**src/rtl/dvp_pkg.sv**
```systemverilog
`default_nettype none
// ============================================================================
// dvp_pkg : DVP state encoding, bus widths and RGB565 byte ordering
// Rev 1.0 : initial release
// ============================================================================
package dvp_pkg;

  localparam int DVP_DATA_W = 8;
  localparam int DVP_PIX_W  = 16;

  // RGB565 pixels leave the sensor high byte first
  localparam bit RGB565_HIGH_FIRST = 1'b1;

  typedef enum logic [2:0] {
    ST_IDLE   = 3'd0,
    ST_VSYNC  = 3'd1,
    ST_VBLANK = 3'd2,
    ST_ACTIVE = 3'd3,
    ST_HBLANK = 3'd4
  } dvp_state_e;

  function automatic logic [DVP_DATA_W-1:0] rgb565_byte(
    input logic [DVP_PIX_W-1:0] pix,
    input logic                 second
  );
    logic take_high;
    take_high = RGB565_HIGH_FIRST ? ~second : second;
    return take_high ? pix[15:8] : pix[7:0];
  endfunction

endpackage
`default_nettype wire

```
**src/rtl/dvp_pclk_gen.sv**
```systemverilog
`default_nettype none
// ============================================================================
// dvp_pclk_gen : divided PCLK with a tick strobe on each falling edge
// Rev 1.0 : initial release
// ============================================================================
module dvp_pclk_gen #(
  parameter int PCLK_HALF = 2
) (
  input  logic clk,
  input  logic rst,
  input  logic run_i,
  output logic pclk_o,
  output logic tick_o
);

  localparam int CNT_W = (PCLK_HALF > 1) ? $clog2(PCLK_HALF) : 1;
  localparam logic [CNT_W-1:0] CNT_LAST = CNT_W'(PCLK_HALF - 1);

  logic [CNT_W-1:0] cnt_q, cnt_d;
  logic             pclk_q, pclk_d;
  logic             wrap;

  always_comb begin
    wrap   = (cnt_q == CNT_LAST);
    cnt_d  = cnt_q;
    pclk_d = pclk_q;
    if (!run_i) begin
      cnt_d  = '0;
      pclk_d = 1'b0;
    end else if (wrap) begin
      cnt_d  = '0;
      pclk_d = ~pclk_q;
    end else begin
      cnt_d  = cnt_q + CNT_W'(1);
    end
  end

  always_ff @(posedge clk) begin
    if (rst) begin
      cnt_q  <= '0;
      pclk_q <= 1'b0;
    end else begin
      cnt_q  <= cnt_d;
      pclk_q <= pclk_d;
    end
  end

  // Tick marks the cycle whose closing edge drops PCLK
  assign tick_o = run_i & wrap & pclk_q;
  assign pclk_o = pclk_q;

endmodule
`default_nettype wire

```
**src/rtl/dvp_camera_transmitter.sv**
```systemverilog
`default_nettype none
// ============================================================================
// dvp_camera_transmitter : RGB565 stream to DVP (PCLK/VSYNC/HREF/D) source
// Rev 1.0 : initial release
// ============================================================================
module dvp_camera_transmitter
  import dvp_pkg::*;
#(
  parameter int FRAME_W      = 640,
  parameter int FRAME_H      = 480,
  parameter int VSYNC_LINES  = 3,
  parameter int VBLANK_LINES = 17,
  parameter int HBLANK_BYTES = 144,
  parameter int PCLK_HALF    = 2
) (
  input  logic                  clk,
  input  logic                  rst,
  input  logic                  tx_en_i,
  input  logic [DVP_PIX_W-1:0]  pix_data_i,
  input  logic                  pix_valid_i,
  output logic                  pix_ready_o,
  output logic                  dvp_pclk_o,
  output logic                  dvp_vsync_o,
  output logic                  dvp_href_o,
  output logic [DVP_DATA_W-1:0] dvp_d_o,
  output logic                  frame_busy_o,
  output logic                  underrun_o
);

  localparam int LINE_BYTES = 2 * FRAME_W;
  localparam int LINE_TICKS = LINE_BYTES + HBLANK_BYTES;
  localparam int TICK_W     = (LINE_TICKS > 1) ? $clog2(LINE_TICKS) : 1;
  localparam int MAX_A      = (FRAME_H > VSYNC_LINES) ? FRAME_H : VSYNC_LINES;
  localparam int MAX_LINES  = (MAX_A > VBLANK_LINES) ? MAX_A : VBLANK_LINES;
  localparam int LINE_W     = (MAX_LINES > 1) ? $clog2(MAX_LINES) : 1;

  localparam logic [TICK_W-1:0] LINE_LAST = TICK_W'(LINE_TICKS - 1);
  localparam logic [TICK_W-1:0] ACT_LAST  = TICK_W'(LINE_BYTES - 1);
  localparam logic [TICK_W-1:0] HB_LAST   = TICK_W'(HBLANK_BYTES - 1);
  localparam logic [LINE_W-1:0] VS_LAST   = LINE_W'(VSYNC_LINES - 1);
  localparam logic [LINE_W-1:0] VB_LAST   = LINE_W'(VBLANK_LINES - 1);
  localparam logic [LINE_W-1:0] FH_LAST   = LINE_W'(FRAME_H - 1);

  dvp_state_e state_q, state_d;
  logic [TICK_W-1:0]     tick_cnt_q, tick_cnt_d;
  logic [LINE_W-1:0]     line_q, line_d;
  logic [DVP_PIX_W-1:0]  hold_q, hold_d;
  logic                  full_q, full_d;
  logic                  miss_q, miss_d;
  logic                  vsync_q, vsync_d;
  logic                  href_q, href_d;
  logic [DVP_DATA_W-1:0] d_q, d_d;
  logic                  busy_q, busy_d;
  logic                  underrun_q, underrun_d;

  logic tick;
  logic run;
  logic consume;
  logic start_pixel;
  logic load;

  assign run = (state_q != ST_IDLE) | tx_en_i;

  dvp_pclk_gen #(
    .PCLK_HALF (PCLK_HALF)
  ) u_pclk_gen (
    .clk    (clk),
    .rst    (rst),
    .run_i  (run),
    .pclk_o (dvp_pclk_o),
    .tick_o (tick)
  );

  always_comb begin
    state_d     = state_q;
    tick_cnt_d  = tick_cnt_q;
    line_d      = line_q;
    vsync_d     = vsync_q;
    href_d      = href_q;
    d_d         = d_q;
    busy_d      = busy_q;
    miss_d      = miss_q;
    underrun_d  = underrun_q;
    consume     = 1'b0;
    start_pixel = 1'b0;

    if (tick) begin
      case (state_q)
        ST_IDLE: begin
          if (tx_en_i) begin
            state_d    = ST_VSYNC;
            tick_cnt_d = '0;
            line_d     = '0;
            vsync_d    = 1'b1;
            busy_d     = 1'b1;
          end
        end
        ST_VSYNC: begin
          if (tick_cnt_q == LINE_LAST) begin
            tick_cnt_d = '0;
            if (line_q == VS_LAST) begin
              line_d  = '0;
              state_d = ST_VBLANK;
              vsync_d = 1'b0;
            end else begin
              line_d = line_q + LINE_W'(1);
            end
          end else begin
            tick_cnt_d = tick_cnt_q + TICK_W'(1);
          end
        end
        ST_VBLANK: begin
          if (tick_cnt_q == LINE_LAST) begin
            tick_cnt_d = '0;
            if (line_q == VB_LAST) begin
              line_d      = '0;
              state_d     = ST_ACTIVE;
              start_pixel = 1'b1;
            end else begin
              line_d = line_q + LINE_W'(1);
            end
          end else begin
            tick_cnt_d = tick_cnt_q + TICK_W'(1);
          end
        end
        ST_ACTIVE: begin
          if (tick_cnt_q == ACT_LAST) begin
            state_d    = ST_HBLANK;
            tick_cnt_d = '0;
            href_d     = 1'b0;
            d_d        = '0;
          end else begin
            tick_cnt_d = tick_cnt_q + TICK_W'(1);
            // Even byte on the wire now, so the next one is the pixel's second byte
            if (!tick_cnt_q[0]) begin
              d_d     = miss_q ? '0 : rgb565_byte(hold_q, 1'b1);
              consume = ~miss_q;
            end else begin
              start_pixel = 1'b1;
            end
          end
        end
        ST_HBLANK: begin
          if (tick_cnt_q == HB_LAST) begin
            tick_cnt_d = '0;
            if (line_q != FH_LAST) begin
              line_d      = line_q + LINE_W'(1);
              state_d     = ST_ACTIVE;
              start_pixel = 1'b1;
            end else if (tx_en_i) begin
              line_d  = '0;
              state_d = ST_VSYNC;
              vsync_d = 1'b1;
            end else begin
              line_d  = '0;
              state_d = ST_IDLE;
              busy_d  = 1'b0;
            end
          end else begin
            tick_cnt_d = tick_cnt_q + TICK_W'(1);
          end
        end
        default: state_d = ST_IDLE;
      endcase
    end

    // An empty holder at a pixel's first byte blanks both of its bytes
    if (start_pixel) begin
      href_d = 1'b1;
      if (full_q) begin
        d_d    = rgb565_byte(hold_q, 1'b0);
        miss_d = 1'b0;
      end else begin
        d_d        = '0;
        miss_d     = 1'b1;
        underrun_d = 1'b1;
      end
    end
  end

  // Ready reopens in the cycle the holder drains so the next pixel lands at once
  assign pix_ready_o = ~rst & (~full_q | consume);
  assign load        = pix_valid_i & pix_ready_o;

  always_comb begin
    hold_d = hold_q;
    full_d = full_q;
    if (load) begin
      hold_d = pix_data_i;
      full_d = 1'b1;
    end else if (consume) begin
      full_d = 1'b0;
    end
  end

  always_ff @(posedge clk) begin
    if (rst) begin
      state_q    <= ST_IDLE;
      tick_cnt_q <= '0;
      line_q     <= '0;
      hold_q     <= '0;
      full_q     <= 1'b0;
      miss_q     <= 1'b0;
      vsync_q    <= 1'b0;
      href_q     <= 1'b0;
      d_q        <= '0;
      busy_q     <= 1'b0;
      underrun_q <= 1'b0;
    end else begin
      state_q    <= state_d;
      tick_cnt_q <= tick_cnt_d;
      line_q     <= line_d;
      hold_q     <= hold_d;
      full_q     <= full_d;
      miss_q     <= miss_d;
      vsync_q    <= vsync_d;
      href_q     <= href_d;
      d_q        <= d_d;
      busy_q     <= busy_d;
      underrun_q <= underrun_d;
    end
  end

  assign dvp_vsync_o  = vsync_q;
  assign dvp_href_o   = href_q;
  assign dvp_d_o      = d_q;
  assign frame_busy_o = busy_q;
  assign underrun_o   = underrun_q;

endmodule
`default_nettype wire

```
**config.mk**
```make
export PLATFORM = sky130hd
export DESIGN_NAME = dvp_camera_transmitter
export DESIGN_NICKNAME = d
export VERILOG_FILES = /design/src/rtl/dvp_pkg.sv /design/src/rtl/dvp_pclk_gen.sv /design/src/rtl/dvp_camera_transmitter.sv
export SDC_FILE = /design/constraint.sdc
export NUM_CORES = 1
export LEC_CHECK = 0
export BUFFER_PORTS_ARGS = -buffer_cell sky130_fd_sc_hd__clkbuf_2
export CORE_MARGIN = 3
export CORE_UTILIZATION = 30
export DETAILED_ROUTE_END_ITERATION = 7
export GPL_TIMING_DRIVEN = 0
export MAX_ROUTING_LAYER = met4
export PLACE_DENSITY = 0.44
export SETUP_SLACK_MARGIN = 0.3
export SLEW_MARGIN = 40
export SYNTH_ARGS = -nofsm -noshare
export SYNTH_HDL_FRONTEND = slang
export SYNTH_SLANG_ARGS = --single-unit
```
**constraint.sdc**
```tcl
create_clock -name clk -period 5.4 [get_ports clk]
set_input_delay 0 -clock clk [delete_from_list [all_inputs] [get_ports clk]]
set_output_delay 0 -clock clk [all_outputs]
set_load 0.05 [all_outputs]
```
Word level (Yosys, flattened, before mapping)
Index checks and enable logic that the tools add are counted.
- register bits after elaboration: 55
- latch bits: 0
- RAM bits: 0
- ROM bits: 0
- word-level logic and storage cells: 128
- memories: 0
- add/sub/neg operators: 3
- multiply operators: 0
- divide/modulo/power cells: 0
- magnitude comparators: 0
- equal/unequal tests: 20
- shifts and indexed selects: 0
- muxes and demuxes: 60
- bitwise operators: 11
- reduce and logical (&&, ||, !) cells: 21
- operator list (operator ; count):
    $mux 9 ; 7
    $mux 8 ; 7
    $mux 11 ; 4
    $pmux 11 s4 ; 1
    $pmux 9 s4 ; 1
    $mux 1 ; 28
    $eq 11x11->1 const B ; 2
    $mux 3 ; 7
    $ne 2x2->1 const B ; 9
    $reduce_and 6->1 ; 3
    $pmux 3 s5 ; 1
    $add 11x1->11 const B ; 1
    $eq 11x8->1 const B ; 1
    $reduce_bool 2->1 ; 5
    $add 9x1->9 const B ; 1
    $eq 9x2->1 const B ; 1
    $eq 9x5->1 const B ; 1
    $ne 9x9->1 const B ; 1
    $reduce_and 3->1 ; 3
    $reduce_and 8->1 ; 1
    $reduce_bool 4->1 ; 2
    $eq 3x2->1 const B ; 2
    $pmux 1 s3 ; 2
    $reduce_bool 3->1 ; 2
    other kinds (13) ; 22

Depth between registers and ports, before layout
- depth in word-level cells: 9
- mapped depth: 9
- depth with buffers taken out: 8

Modules after synthesis
From an unflattened synthesis, not the netlist that was laid out.
- cells, all modules: 346
- area total of the unflattened synthesis: 3039.2 um^2
- modules (own cells, without submodules) (module ; instances ; cells an instance ; area each (um^2) ; seq. area each (um^2)):
    dvp_camera_transmitter ; 1 ; 339 ; 2969.1 ; 1061.0
    dvp_pclk_gen ; 1 ; 7 ; 70.1 ; 40.0

Least setup slack after synthesis
No wires, ideal clock.
- path kind: register to register
- from: register u_pclk_gen.pclk_q, in the netlist u_pclk_gen.pclk_o
- to: register d_q[7], in the netlist dvp_d_o[7]
- setup time: 0.100 ns
- data arrival time: 2.075 ns
- data required time: 5.300 ns
- path slack: 3.225 ns
- stages on the path, launching flop included: 8
- buffers on the path: 1
- period minus slack after synthesis: 2.175 ns
- cell sequence: dfxtp_1 nand2_1 a211oi_2 o21ai_2 a21oi_2 buf_6 a211oi_2 a2111oi_4
- word-level cells in the longest chain between the ends: 4
- RTL lines (element ; RTL line ; RTL):
    from (decl) ; dvp_pclk_gen.sv:20 ; logic pclk_q, pclk_d;
    from (signal assigned) ; dvp_pclk_gen.sv:44 ; pclk_q <= pclk_d;
    $and 1x1->1 * ; dvp_pclk_gen.sv:49 ; assign tick_o = run_i & wrap & pclk_q;
    $mux 1 ; dvp_camera_transmitter.sv:87 ; if (tick) begin
    $ne 3x1->1 (no line) or $reduce_bool 2->1 (tied branches) ; n/a ;
    $reduce_and 3->1 (no line) ; n/a ;
    to (signal assigned) ; dvp_camera_transmitter.sv:206 ; d_q <= '0;
    to (signal assigned) ; dvp_camera_transmitter.sv:218 ; d_q <= d_d;
    to (decl) ; dvp_camera_transmitter.sv:52 ; logic [DVP_DATA_W-1:0] d_q, d_d;
Mark *: on every way between the ends. The rest lies on a longest branch, timed or not.
A chain may end at the register's enable or synchronous reset.

Worst setup path in the final report
- from: register tick_cnt_q[0]
- to: register hold_q[8]
- word-level cells in the longest chain between the ends: 7
- RTL lines (element ; RTL line ; RTL):
    from (decl) ; dvp_camera_transmitter.sv:45 ; logic [TICK_W-1:0] tick_cnt_q, tick_cnt_d;
    from (signal assigned) ; dvp_camera_transmitter.sv:211 ; tick_cnt_q <= tick_cnt_d;
    $eq 11x11->1 or $mux 1 (tied branches) ; dvp_camera_transmitter.sv:127, dvp_camera_transmitter.sv:135 ;
    $mux 1 * ; dvp_camera_transmitter.sv:127 ; if (tick_cnt_q == ACT_LAST) begin
    $mux 1 * ; dvp_camera_transmitter.sv:88 ; case (state_q)
    $mux 1 * ; dvp_camera_transmitter.sv:87 ;
    $or 1x1->1 * ; dvp_camera_transmitter.sv:182 ; assign pix_ready_o = ~rst & (~full_q | consume);
    $and 1x1->1 * ; dvp_camera_transmitter.sv:182 ;
    $and 1x1->1 * ; dvp_camera_transmitter.sv:183 ; assign load = pix_valid_i & pix_ready_o;
    to (signal assigned) ; dvp_camera_transmitter.sv:213 ; hold_q <= hold_d;
    to (decl) ; dvp_camera_transmitter.sv:47 ; logic [DVP_PIX_W-1:0] hold_q, hold_d;
Marked as above.

==> results.yml <==
logic_synthesis:
  yosys.cell_types.count: 61
  synth.cell_area_sq_um: 2730
  synth-seq-area-share_pct: 40.4
  synth_area_per_cell_sq_um: 8.57
  syn_inst: 318
  yosysWarnings: 0
  synthTopCellsByCount: "55 x dfxtp_1, 46 x nand2_1, 44 x nor2_1"
  yosys-top-cells-area: "dfxtp_1 40%, nand2_1 6.3%, nor2_1 6.1%, xor2_1 4.2%, o21ai_0 4.0%"
  ys.flop_type: "dfxtp_1"
  synth_edf_count: 0
  syn_nets: 342
  synth-seq-cells: 55
  synthArstFlopShare_pct: 0
  synth_top_cell_by_area: "dfxtp_1"
  synthMostInstantiatedCell: "dfxtp_1"
  synth.top_cell.area_share_pct: 40.4
worst_setup_path:
  cp_slowest_cell: "nor3b_1"
  worst-path-buf-inv: 1
  slowest_delay_ns: 0.51
  crit_chain: "ha_1 > nand3_1 > nor3_1 > o41a_1 > nor3b_1 > clkbuf_1 > o21ai_0"
  arrival_ns: 2.80
  path_class: "register to register"
  startpoint_type: "register"
  path_max_fanout: 10
  crit_required_ns: 5.60
  path_delay_family: "simple AND/OR/NAND/NOR gates"
  end_kind: "register"
routing:
  vias_per_cell: 4.94
  ant_nets: 0
  drc: 0
  wl_mm: 6.98
  wl_per_cell_um: 14.4
  dr.pass1.iters: 4
  drtIter0Drc: 90
  vias: 2393
power_and_ir_drop:
  cellPowerDensity_nw_per_um2: 220
  ir_drop_uv: 119
  p_leak_nw: 1.17
clocking:
  worstSkewPairLatency_ns: 0.32
  cts_tree: "built"
  clock-sinks: 55
  path_clk_slew_ns: 0.12
  numCtsBuffers: 5
  clockBufferDepth: 2
  htreeDepth: 2
  root_buffer: "clkbuf_8"
sta:
  slew_headroom_pct: 57.6
  setup_viol: 0
  fin_tns_setup_ns: 0
  period_needed_ns: 2.60
  post-route-period-util_pct: 48.2
  max_freq_ghz: 0.384
  timing.hold.ws_ns: 0.0540
  rsz0062_at_grt: "false"
  slew_viol_final: 0
  hold_viol: 0
  tightest_slew_ns: 0.637
  skew_ns: 0.0106
place:
  placed_area_sq_um: 3030
  port_buffers: 33
  gp_congestion: 0.777
  dp_hpwl_mm: 4.98
floorplanning:
  io_pins: 34
  coreArea_sq_um: 8760
  die_area_sq_um: 10300
  dieWidth_um: 101
  die_y_um: 101
  fp-row-count: 34
  initial_core_util_pct: 31.1
global_routing:
  antenna_found_initial: 0
  grt_use_total_pct: 14.7
  grt_max_degree: 20
  overflow: 0
  grt_pass1_vias: 2319
  grt_pass1_wl_mm: 11.6
status:
  status: "finished clean"
worst_hold_path:
  worstHoldPathType: "input port to register"
layout:
  nets: 399
  final_area_sq_um: 3300
  fin_util_pct: 37.6
  area.growth.synth_to_final_pct: 20.9
  diodes: 0
  drive_above_1_share_pct: 20.2
flow_run:
  maxCapViolCount: 0
## sequential cells by signal, indices dropped and copies added, names as in the netlist
signal             flops
state_q                3
u_pclk_gen.cnt_q       1
line_q                 9
full_q                 1
hold_q                16
underrun_o             1
frame_busy_o           1
u_pclk_gen.pclk_o      1
dvp_d_o                8
tick_cnt_q            11
miss_q                 1
dvp_href_o             1
dvp_vsync_o            1
## final cells by class
cell class	count	area (sq um)
fillers	938	5470
flip-flops and latches	55	1100
repair buffers	50	335
clock inverters	3	25.0
plain buffers	16	120
multi-input cells	238	1480
inverters	9	33.8
clock buffers	5	68.8
well taps	108	135
## cell usage in the layout (no fill, tap or decap), types with 8 or more instances in the layout
cell type / n
nand3_1: 12
inv_1: 8
o21ai_0: 22
nand2_1: 46
xor2_1: 13
dlygate4sd3_1: 17
a21oi_1: 8
dfxtp_1: 55
nand4_1: 8
nor2_1: 44
clkbuf_2: 33
## stage by stage
stage / setup slack [ns] / total power [mW] / instances
2_1_floorplan: 3.23 / 0.457 / 318
3_3_place_gp: 2.76 / 0.477 / 459
3_5_place_dp: 2.80 / 0.477 / 459
4_1_cts: 2.78 / 0.738 / 484
5_1_grt: 2.52 / 0.759 / 484
6_report: 2.80 / 0.726 / 484
## report_power, final
part	internal, mW	switching [mW]	total (mW)
registers	0.415	0.00586	0.421
clock network	0.0952	0.154	0.249
logic	0.0246	0.0311	0.0557
total	0.535	0.191	0.726
## cell families (layout without fill, tap and decap cells)
logic type               count (synthesis)  after routing  share of synthesized area (%)
AO/OA/AOI/OAI                           66             66                           18.5
XOR/XNOR                                19             19                           6.11
adder cells (fa/ha/maj)                  4              4                           1.84
buffers and inverters                   25             83                           5.65
flip-flops                              55             55                           40.4
multiplexers                             2              2                          0.735
AND/OR/NAND/NOR                        147            147                           26.8
## repair_timing
action,CTS,global route
setup buffers,0,0
endpoints found under the hold margin,17,0
resized for setup,0,0
hold buffers,17,0
## worst reg2reg max path, delay by kind of cell (launching register included)
family	cells	cell delay, ns
compound gates	2	0.61
fa+ha+maj	1	0.24
flops	1	0.39
simple gates	3	0.87
buf+inv	1	0.40
## final timing paths
kind,startpoint,endpoint,slack (ns),depth (start not counted)
worst min register to register,hold_q[13],hold_q[13],0.47,2
worst max-delay path,tick_cnt_q[0],hold_q[8],2.80,7
worst min-delay path,tx_en_i,frame_busy_o,0.05,3
worst max register to register,tick_cnt_q[0],hold_q[8],2.80,7
## metal layers
metal,global-route usage (%),vias up,part of all wire [%]
li1,-,1236,-
met1,20.6,1105,52
met2,21.9,47,44
met3,2.62,5,4.0
met4,3.78,0,0.73
met5,-,-,0
Note: power is estimated with default switching activity, not from simulation.
